## src/rtl/c7b_biu_arb_if.sv

```systemverilog
// Bundle of the IFU, LSU and memory-port signals around the BIU arbiter.
// The slave modport is the arbiter's view; master is the environment's view.
interface c7b_biu_arb_if;
    logic        ifu_req;
    logic [31:0] ifu_addr;
    logic        ifu_flush;
    logic        ifu_ack;
    logic        ifu_data_vld;

    logic        lsu_req;
    logic [31:0] lsu_addr;
    logic        lsu_wr;
    logic [63:0] lsu_wdata;
    logic [7:0]  lsu_wstrb;
    logic        lsu_ack;
    logic        lsu_data_vld;

    logic [63:0] rdata;

    logic        mem_req;
    logic [31:0] mem_addr;
    logic        mem_wr;
    logic [63:0] mem_wdata;
    logic [7:0]  mem_wstrb;
    logic        mem_ack;
    logic        mem_data_vld;
    logic [63:0] mem_rdata;

    logic        err_spurious;

    modport slave (
        input  ifu_req, ifu_addr, ifu_flush,
        output ifu_ack, ifu_data_vld,
        input  lsu_req, lsu_addr, lsu_wr, lsu_wdata, lsu_wstrb,
        output lsu_ack, lsu_data_vld,
        output rdata,
        output mem_req, mem_addr, mem_wr, mem_wdata, mem_wstrb,
        input  mem_ack, mem_data_vld, mem_rdata,
        output err_spurious
    );

    modport master (
        output ifu_req, ifu_addr, ifu_flush,
        input  ifu_ack, ifu_data_vld,
        output lsu_req, lsu_addr, lsu_wr, lsu_wdata, lsu_wstrb,
        input  lsu_ack, lsu_data_vld,
        input  rdata,
        input  mem_req, mem_addr, mem_wr, mem_wdata, mem_wstrb,
        output mem_ack, mem_data_vld, mem_rdata,
        input  err_spurious
    );
endinterface

```

## src/rtl/c7b_biu_arb.sv

```systemverilog
// Shares the 64-bit memory port between IFU fetches and LSU accesses; an
// in-order owner FIFO routes each response beat back to its requester.
module c7b_biu_arb #(
    parameter int unsigned MAX_OUTST    = 2,
    parameter int unsigned STARVE_LIMIT = 4
) (
    input  logic           clk,
    input  logic           resetn,
    c7b_biu_arb_if.slave   bus
);

    localparam int unsigned CNT_W = $clog2(MAX_OUTST + 1);
    localparam int unsigned PTR_W = (MAX_OUTST > 1) ? $clog2(MAX_OUTST) : 1;
    localparam int unsigned STV_W = $clog2(STARVE_LIMIT + 1);
    localparam logic        OWN_IFU = 1'b1;
    localparam logic        OWN_LSU = 1'b0;

    logic [CNT_W-1:0] count_q;
    logic [PTR_W-1:0] rd_ptr_q;
    logic [PTR_W-1:0] wr_ptr_q;
    logic             own_q  [MAX_OUTST];
    logic             kill_q [MAX_OUTST];
    logic             lock_vld_q;
    logic             lock_own_q;
    logic [STV_W-1:0] starve_q;
    logic             err_q;

    logic full_c;
    logic starved_c;
    logic lock_hit_c;
    logic sel_ifu_c;
    logic sel_lsu_c;
    logic mem_req_c;
    logic ifu_ack_c;
    logic lsu_ack_c;
    logic push_c;
    logic pop_c;
    logic head_own_c;
    logic head_kill_c;

    function automatic logic [PTR_W-1:0] ptr_inc(input logic [PTR_W-1:0] p);
        return (p == PTR_W'(MAX_OUTST - 1)) ? '0 : p + PTR_W'(1);
    endfunction

    // Grant selection and response routing; a held lock only applies while its owner still requests
    always_comb begin
        full_c     = (count_q == CNT_W'(MAX_OUTST));
        starved_c  = bus.ifu_req && (starve_q == STV_W'(STARVE_LIMIT));
        lock_hit_c = lock_vld_q && ((lock_own_q == OWN_IFU) ? bus.ifu_req : bus.lsu_req);
        sel_ifu_c  = 1'b0;
        sel_lsu_c  = 1'b0;
        if (lock_hit_c) begin
            sel_ifu_c = (lock_own_q == OWN_IFU);
            sel_lsu_c = (lock_own_q == OWN_LSU);
        end else begin
            sel_lsu_c = bus.lsu_req && !starved_c;
            sel_ifu_c = bus.ifu_req && !sel_lsu_c;
        end
        mem_req_c   = (bus.ifu_req || bus.lsu_req) && !full_c && resetn;
        ifu_ack_c   = mem_req_c && bus.mem_ack && sel_ifu_c;
        lsu_ack_c   = mem_req_c && bus.mem_ack && sel_lsu_c;
        push_c      = ifu_ack_c || lsu_ack_c;
        pop_c       = resetn && bus.mem_data_vld && (count_q != '0);
        head_own_c  = own_q[rd_ptr_q];
        head_kill_c = kill_q[rd_ptr_q] || ((head_own_c == OWN_IFU) && bus.ifu_flush);
    end

    assign bus.mem_req      = mem_req_c;
    assign bus.mem_addr     = sel_lsu_c ? bus.lsu_addr : bus.ifu_addr;
    assign bus.mem_wr       = sel_lsu_c && bus.lsu_wr;
    assign bus.mem_wdata    = sel_lsu_c ? bus.lsu_wdata : '0;
    assign bus.mem_wstrb    = sel_lsu_c ? bus.lsu_wstrb : '0;
    assign bus.ifu_ack      = ifu_ack_c;
    assign bus.lsu_ack      = lsu_ack_c;
    assign bus.ifu_data_vld = pop_c && (head_own_c == OWN_IFU) && !head_kill_c;
    assign bus.lsu_data_vld = pop_c && (head_own_c == OWN_LSU);
    assign bus.rdata        = bus.mem_rdata;
    assign bus.err_spurious = err_q;

    // Lock, starvation counter, sticky error and the owner FIFO
    always_ff @(posedge clk) begin
        if (!resetn) begin
            count_q    <= '0;
            rd_ptr_q   <= '0;
            wr_ptr_q   <= '0;
            lock_vld_q <= 1'b0;
            lock_own_q <= OWN_LSU;
            starve_q   <= '0;
            err_q      <= 1'b0;
            for (int i = 0; i < int'(MAX_OUTST); i++) begin
                own_q[i]  <= OWN_LSU;
                kill_q[i] <= 1'b0;
            end
        end else begin
            lock_vld_q <= mem_req_c && !bus.mem_ack;
            lock_own_q <= sel_ifu_c ? OWN_IFU : OWN_LSU;

            if (!bus.ifu_req || ifu_ack_c) begin
                starve_q <= '0;
            end else if (lsu_ack_c && (starve_q != STV_W'(STARVE_LIMIT))) begin
                starve_q <= starve_q + STV_W'(1);
            end

            if (bus.mem_data_vld && (count_q == '0)) begin
                err_q <= 1'b1;
            end

            // Free slots may be marked too; a push rewrites the kill bit
            for (int i = 0; i < int'(MAX_OUTST); i++) begin
                if (bus.ifu_flush && (own_q[i] == OWN_IFU)) begin
                    kill_q[i] <= 1'b1;
                end
            end

            if (push_c) begin
                own_q[wr_ptr_q]  <= sel_ifu_c ? OWN_IFU : OWN_LSU;
                kill_q[wr_ptr_q] <= sel_ifu_c && bus.ifu_flush;
                wr_ptr_q         <= ptr_inc(wr_ptr_q);
            end
            if (pop_c) begin
                rd_ptr_q <= ptr_inc(rd_ptr_q);
            end

            if (push_c && !pop_c) begin
                count_q <= count_q + CNT_W'(1);
            end else if (!push_c && pop_c) begin
                count_q <= count_q - CNT_W'(1);
            end
        end
    end

endmodule
```

## src/flat_wrapper.sv

```systemverilog
// flat-port wrapper written by rule: the top's interface ports become plain ports
module c7b_biu_arb_flat 
#(
    parameter int unsigned MAX_OUTST    = 2,
    parameter int unsigned STARVE_LIMIT = 4
)
  (clk, resetn, bus_ifu_req, bus_ifu_addr, bus_ifu_flush, bus_ifu_ack, bus_ifu_data_vld, bus_lsu_req, bus_lsu_addr, bus_lsu_wr, bus_lsu_wdata, bus_lsu_wstrb, bus_lsu_ack, bus_lsu_data_vld, bus_rdata, bus_mem_req, bus_mem_addr, bus_mem_wr, bus_mem_wdata, bus_mem_wstrb, bus_mem_ack, bus_mem_data_vld, bus_mem_rdata, bus_err_spurious);
  c7b_biu_arb_if bus_i ();
  input  logic clk;
  input  logic resetn;
  input wire logic [$bits(bus_i.ifu_req)-1:0] bus_ifu_req;
  input wire logic [$bits(bus_i.ifu_addr)-1:0] bus_ifu_addr;
  input wire logic [$bits(bus_i.ifu_flush)-1:0] bus_ifu_flush;
  output wire logic [$bits(bus_i.ifu_ack)-1:0] bus_ifu_ack;
  output wire logic [$bits(bus_i.ifu_data_vld)-1:0] bus_ifu_data_vld;
  input wire logic [$bits(bus_i.lsu_req)-1:0] bus_lsu_req;
  input wire logic [$bits(bus_i.lsu_addr)-1:0] bus_lsu_addr;
  input wire logic [$bits(bus_i.lsu_wr)-1:0] bus_lsu_wr;
  input wire logic [$bits(bus_i.lsu_wdata)-1:0] bus_lsu_wdata;
  input wire logic [$bits(bus_i.lsu_wstrb)-1:0] bus_lsu_wstrb;
  output wire logic [$bits(bus_i.lsu_ack)-1:0] bus_lsu_ack;
  output wire logic [$bits(bus_i.lsu_data_vld)-1:0] bus_lsu_data_vld;
  output wire logic [$bits(bus_i.rdata)-1:0] bus_rdata;
  output wire logic [$bits(bus_i.mem_req)-1:0] bus_mem_req;
  output wire logic [$bits(bus_i.mem_addr)-1:0] bus_mem_addr;
  output wire logic [$bits(bus_i.mem_wr)-1:0] bus_mem_wr;
  output wire logic [$bits(bus_i.mem_wdata)-1:0] bus_mem_wdata;
  output wire logic [$bits(bus_i.mem_wstrb)-1:0] bus_mem_wstrb;
  input wire logic [$bits(bus_i.mem_ack)-1:0] bus_mem_ack;
  input wire logic [$bits(bus_i.mem_data_vld)-1:0] bus_mem_data_vld;
  input wire logic [$bits(bus_i.mem_rdata)-1:0] bus_mem_rdata;
  output wire logic [$bits(bus_i.err_spurious)-1:0] bus_err_spurious;
  assign bus_i.ifu_req = bus_ifu_req;
  assign bus_i.ifu_addr = bus_ifu_addr;
  assign bus_i.ifu_flush = bus_ifu_flush;
  assign bus_ifu_ack = bus_i.ifu_ack;
  assign bus_ifu_data_vld = bus_i.ifu_data_vld;
  assign bus_i.lsu_req = bus_lsu_req;
  assign bus_i.lsu_addr = bus_lsu_addr;
  assign bus_i.lsu_wr = bus_lsu_wr;
  assign bus_i.lsu_wdata = bus_lsu_wdata;
  assign bus_i.lsu_wstrb = bus_lsu_wstrb;
  assign bus_lsu_ack = bus_i.lsu_ack;
  assign bus_lsu_data_vld = bus_i.lsu_data_vld;
  assign bus_rdata = bus_i.rdata;
  assign bus_mem_req = bus_i.mem_req;
  assign bus_mem_addr = bus_i.mem_addr;
  assign bus_mem_wr = bus_i.mem_wr;
  assign bus_mem_wdata = bus_i.mem_wdata;
  assign bus_mem_wstrb = bus_i.mem_wstrb;
  assign bus_i.mem_ack = bus_mem_ack;
  assign bus_i.mem_data_vld = bus_mem_data_vld;
  assign bus_i.mem_rdata = bus_mem_rdata;
  assign bus_err_spurious = bus_i.err_spurious;
  c7b_biu_arb #(.MAX_OUTST(MAX_OUTST), .STARVE_LIMIT(STARVE_LIMIT)) u_core (.clk(clk), .resetn(resetn), .bus(bus_i));
endmodule
```

## config.mk

```make
export PLATFORM = sky130hd
export DESIGN_NAME = c7b_biu_arb_flat
export DESIGN_NICKNAME = d
export VERILOG_FILES = /design/src/rtl/c7b_biu_arb_if.sv /design/src/rtl/c7b_biu_arb.sv /design/src/flat_wrapper.sv
export SDC_FILE = /design/constraint.sdc
export NUM_CORES = 1
export LEC_CHECK = 0
export BUFFER_PORTS_ARGS = -buffer_cell sky130_fd_sc_hd__buf_2
export CAP_MARGIN = 20
export CORE_AREA = 2 2 151 153
export DETAILED_ROUTE_END_ITERATION = 6
export DIE_AREA = 0 0 153 155
export SLEW_MARGIN = 30
export SYNTH_ARGS = -nofsm -noshare
export SYNTH_HDL_FRONTEND = slang
export SYNTH_SLANG_ARGS = --single-unit
```

## constraint.sdc

```tcl
create_clock -name clk -period 2.15 [get_ports clk]
set_input_delay 0.43 -clock clk [delete_from_list [all_inputs] [get_ports clk]]
set_output_delay 0.43 -clock clk [all_outputs]
set_load 0.01 [all_outputs]
```

Word-level counts from Yosys, hierarchy flattened
Memories as Yosys holds them, arrays and structs flattened. A register that Yosys moved wholly into a read port is not among the register bits.
Cells that the tools add are included.
{ "totals": {"romBits": 0, "register_bits": 10, "elab_cells": 93, "ramBits": 4, "mem_count": 2, "latchBits": 0} }
{ "op_classes": {"bitwise_logic": 5, "addsub": 5, "eq_ne": 3, "muxes": 30, "n_div": 0, "n_lt_le_gt_ge": 0, "reduce_logical": 41, "mul": 0, "shifts": 0} }
{ "memory_table": {"columns": ["name", "depth", "width", "read_ports", "rd_clocked_by_memory_dff", "write_ports", "line", "text"], "rows": [
  ["u_core.kill_q", 2, 1, 1, 1, 3, "c7b_biu_arb.sv:22", "logic kill_q [MAX_OUTST];"],
  ["u_core.own_q", 2, 1, 3, 1, 2, "c7b_biu_arb.sv:21", "logic own_q [MAX_OUTST];"]
]} }
{ "ops": {"columns": ["op", "count"], "rows": [
  ["64-bit 2-to-1 mux", 1],
  ["32-bit 2-to-1 mux", 1],
  ["1-bit 2-to-1 mux", 25],
  ["1-bit logical AND", 24],
  ["1-bit zero test", 8],
  ["8-bit 2-to-1 mux", 1],
  ["1-bit logical OR", 4],
  ["2-bit 2-to-1 mux", 2],
  ["2-bit nonzero test", 2],
  ["3-bit by 1-bit adder with 3-bit output (second input constant)", 1],
  ["3-bit equality test (second input constant)", 1],
  ["3-bit inequality test (second input constant)", 1],
  ["1-bit inverter", 3],
  ["1-bit adder (second input constant)", 2],
  ["2-bit by 1-bit adder with 2-bit output (second input constant)", 1],
  ["2-bit equality test (second input constant)", 1],
  ["2-bit zero test", 1],
  ["1-bit bitwise OR", 2],
  ["2-bit OR reduction", 1],
  ["2-bit by 1-bit subtractor with 2-bit output (second input constant)", 1],
  ["1-bit OR reduction", 1]
]} }

Depth between registers and ports, before layout
{ "logic_depth": {"depth_word": 14, "mapped_depth": 8, "ltp_nobuf": 6} }

Worst setup path after synthesis
Ideal clock, no wire load.
{ "synth_path": {"path_type": "reg-to-output", "startpoint": "reg u_core.starve_q[0]", "endpoint": "out bus_mem_addr[0]", "path_buffers": 2, "slack_ns": 0.075, "t_arrival_ns": 1.645, "path_stages_with_launch": 9, "path_cell_list": "dfxtp_1 inv_1 ha_1 and3b_1 o21ai_2 and2_4 buf_6 buf_8 mux2_4"} }
{ "synth_between": {"elab_chain_len": 6} }
{ "synth_rtl": {"columns": ["element", "line", "text"], "rows": [
  ["start, declared", "c7b_biu_arb.sv:25", "logic [STV_W-1:0] starve_q;"],
  ["start signal, assigned", "c7b_biu_arb.sv:101", "starve_q <= starve_q + STV_W'(1);"],
  ["3-bit equality test", "c7b_biu_arb.sv:48", "starved_c = bus.ifu_req && (starve_q == STV_W'(STARVE_LIMIT));"],
  ["1-bit logical AND", "c7b_biu_arb.sv:48", null],
  ["1-bit zero test", "c7b_biu_arb.sv:56", "sel_lsu_c = bus.lsu_req && !starved_c;"],
  ["1-bit logical AND", "c7b_biu_arb.sv:56", null],
  ["1-bit 2-to-1 mux", "c7b_biu_arb.sv:52", "if (lock_hit_c) begin"],
  ["32-bit 2-to-1 mux", "c7b_biu_arb.sv:69", "assign bus.mem_addr = sel_lsu_c ? bus.lsu_addr : bus.ifu_addr;"],
  ["end, declared", "flat_wrapper.sv:25", "output wire logic [$bits(bus_i.mem_addr)-1:0] bus_mem_addr;"]
]} }
No other way between the ends.

Worst setup path in the final report
{ "layout_path": {"startpoint": "reg u_core.starve_q[0]", "endpoint": "out bus_mem_addr[10]"} }
The elaborated chain is that of the path after synthesis.

==> results.yml <==
worst_setup_path:
  rr_worst_depth: 5
  rrSetupSlack_ns: 0.38
  arrival_ns: 1.98
  worstSetupPathType: "flip-flop to output pin"
  r2r-start: "u_core.count_q[1]"
  end_kind: "output pin"
  cp-endpoint: "bus_mem_addr[10]"
  r2r-end: "u_core.count_q[1]"
  critPathLaunchType: "flip-flop"
  crit_path_max_fanout: 7
  required_ns: 1.72
  crit_path_start: "u_core.starve_q[0]"
logic_synthesis:
  synth_seq_cells: 15
  synth_area_sq_um: 2320
  ys_seq_area_frac: 0.1381
  syn-instance-count: 283
  syn-num-nets: 494
  synth_warnings: 0
  avgSynthCellArea_sq_um: 8.197
  ys_types: 41
routing:
  num_vias: 2807
  dr.pass1.iters: 4
  drtAntennaViolNets: 0
  drt_iter0_markers: 103
  routed_wl_mm: 10.52
  via_per_inst: 3.655
  drc: 0
  wl_per_cell_microns: 13.70
power:
  power.density_nw_per_um2: 350.1
  p_int_w: 0.0009796
  leakage_nw: 2.329
  pwr-share-clk: 0.256
  switchingPower_w: 0.0004348
  p_sw_frac: 0.3074
  combPwrFrac: 0.509
  ir_drop_uv: 223.3
  p_seq_frac: 0.236
  power.total_w: 0.001414
timing:
  timing.final.hold_violations: 0
  skew_ns: 0.007306
  slew_headroom: 0.7131
  setup_viol: 106
  period_needed_ns: 2.409
  slew_violations: 0
  tightest_slew_ns: 0.4292
  rsz0062_at_grt: "true"
  fin_ws_ns: -0.2592
  max_freq_ghz: 0.4151
  finalCritPeriodShare: 1.121
floorplanning:
  rows: 55
  die_area_sq_um: 23720
  die_h_microns: 155
  io_pins: 383
  core-area_sq_um: 22230
  die_w_microns: 153
  start_util: 0.1044
clock_tree:
  cts_buffer_depth: 2
  clock_latency_ns: 0.25
  cts_root_buf: "clkbuf_16"
  path_clk_slew_ns: 0.05
  cts_made_buffers: 3
  cts_tree: "built"
  cts_hold_buf: 0
  cts-htree-levels: 1
  cts_num_sinks: 15
final_layout:
  fin_area_sq_um: 4040
  final_cells: 768
  drive_above_1_share: 0.6881
  nets: 693
  areaGrowthSynthToFinish_pct: 74.16
outcome:
  status: "finished, violations left"
  violations: "setup timing"
place:
  dpl_cell_area_sq_um: 3517
  portBuffers: 254
  place.gp.congestion: 0.7768
  dpl.hpwl_mm: 8.130
  place_inst: 751
global_routing:
  track_usage: 0.07740
  overflow: 0
  grt_pass1_vias: 2543
  grt_pass1_wl_mm: 14.41
  antenna_found_initial: 0
  grt_max_degree: 75
worst_hold_path:
  hp-class: "input pin to flip-flop"
job:
  maxCapViolations: 0
-- power groups by stage --
stage               Clock [W]  Sequential, W  Combinational [W]
floorplan                   0       0.000335           0.000451
global placement            0       0.000338           0.000624
detailed placement          0       0.000338           0.000629
CTS                  0.000365       0.000333           0.000711
global route         0.000380       0.000338           0.000775
finish               0.000362       0.000333           0.000720
-- stage by stage --
step	utilization	hold slack [ns]	worst slack, ns	setup TNS, ns
floorplan	-	0.4523	0.07455	0
finish	0.1818	0.4075	-0.2592	-18.52
global route	0.1815	0.4198	-0.3314	-28.28
CTS	0.1783	0.4114	-0.2949	-19.66
global placement	0.1582	0.4721	-0.01702	-0.07417
detailed placement	0.1582	0.4732	-0.04430	-0.3414
-- sequential cells by signal, indices dropped and copies added (netlist names), named ones only --
name / count
u_core.bus.err_spurious: 1
u_core.kill_q: 2
u_core.starve_q: 3
u_core.wr_ptr_q: 1
u_core.count_q: 2
u_core.own_q: 2
u_core.lock_vld_q: 1
u_core.rd_ptr_q: 1
u_core.lock_own_q: 1
-- cells in the final DEF, fill, tap and decap left out, types with 3 or more instances in the layout --
| cell | count |
|---|---|
| nand2_1 | 10 |
| buf_2 | 224 |
| buf_4 | 18 |
| a21oi_1 | 4 |
| buf_12 | 3 |
| bufbuf_16 | 3 |
| o21ai_0 | 5 |
| and2_1 | 4 |
| and3_1 | 74 |
| nor3_1 | 4 |
| buf_6 | 30 |
| dfxtp_1 | 11 |
| mux2_4 | 32 |
| nor2_1 | 7 |
| clkbuf_16 | 4 |
| nand3_1 | 4 |
-- Yosys cell counts (all sizes together) --
| library cell | number | area, sq um |
|---|---|---|
| dfxtp | 13 | 260.3 |
| nand2 | 11 | 43.80 |
| and2 | 5 | 33.78 |
| xor2 | 1 | 8.760 |
| buf | 71 | 548.0 |
| nor2 | 7 | 26.28 |
| o2111ai | 1 | 8.760 |
| nand4 | 2 | 12.51 |
| o211ai | 2 | 15.01 |
| inv | 2 | 7.510 |
| o32ai | 1 | 8.760 |
| ha | 3 | 37.54 |
| mux2i | 2 | 20.02 |
| o21ai | 6 | 33.78 |
| nand3 | 4 | 20.02 |
| or3 | 1 | 6.260 |
| edfxtp | 2 | 60.06 |
| mux2 | 33 | 465.5 |
| nor4 | 2 | 12.51 |
| and3b | 1 | 8.760 |
| nor2b | 3 | 21.27 |
| or4 | 1 | 11.26 |
| nor3b | 1 | 7.510 |
| nand3b | 1 | 7.510 |
| nor4b | 1 | 15.01 |
| nor3 | 4 | 20.02 |
| xnor2 | 2 | 17.52 |
| and3 | 75 | 469.2 |
| a21boi | 1 | 7.510 |
| o22ai | 2 | 12.51 |
| nand2b | 2 | 12.51 |
| clkbuf | 16 | 60.06 |
| a21oi | 4 | 20.02 |
-- worst min-delay path by stage --
stage                               start           endpoint  cells past startpoint
after floorplan           u_core.wr_ptr_q    u_core.wr_ptr_q                      2
after global placement    u_core.wr_ptr_q    u_core.wr_ptr_q                      2
after detailed placement  u_core.wr_ptr_q    u_core.wr_ptr_q                      2
after CTS                     bus_mem_ack  u_core.lock_vld_q                      2
after global routing          bus_mem_ack  u_core.lock_vld_q                      2
final                         bus_mem_ack  u_core.lock_vld_q                      2
-- worst max-delay path: stages (launching register included) --
cell and delay [ns]:
dfxtp_2 0.33, inv_2 0.05, ha_4 0.15, and3b_2 0.21, o21ai_4 0.13, and2_4 0.26
clkbuf_16 0.19, mux2_4 0.30, buf_6 0.12
-- per-layer routing --
layer / track usage / up-vias / share of wire
li1: - / 1330 / -
met1: 0.08115 / 1251 / 0.35
met2: 0.1490 / 218 / 0.52
met3: 0.03092 / 8 / 0.13
met4: 0.009700 / 0 / 0.0067
met5: 0 / - / 0
-- logic make-up (layout without fill, tap and decap cells) --
family | count (synthesis) | count (layout) | synth area share
AND/OR/NAND/NOR | 121 | 121 | 0.3139
buffers and inverters | 89 | 287 | 0.2654
multiplexers | 35 | 35 | 0.2093
AO/OA/AOI/OAI | 17 | 17 | 0.04585
flip-flops | 15 | 15 | 0.1381
adder cells (fa/ha/maj) | 3 | 3 | 0.01618
XOR/XNOR | 3 | 3 | 0.01133
other | 0 | 2 | 0
-- cell type report --
cell class	count	area, sq um
fillers	2455	18190
repair buffers	281	1832
multi-input cells	179	1436
well taps	285	356.6
flip-flops and latches	15	322.8
clock buffers	3	75.07
inverters	2	7.507
clock inverters	1	5.005
diodes	2	5.005
-- timing repair --
item / CTS / global route
gates cloned: 4 / 1
endpoints found under the setup margin: 106 / 106
gates resized for setup: 43 / 4
buffers inserted: 3 / 4
No activity file was read; power rests on OpenSTA's default activity.
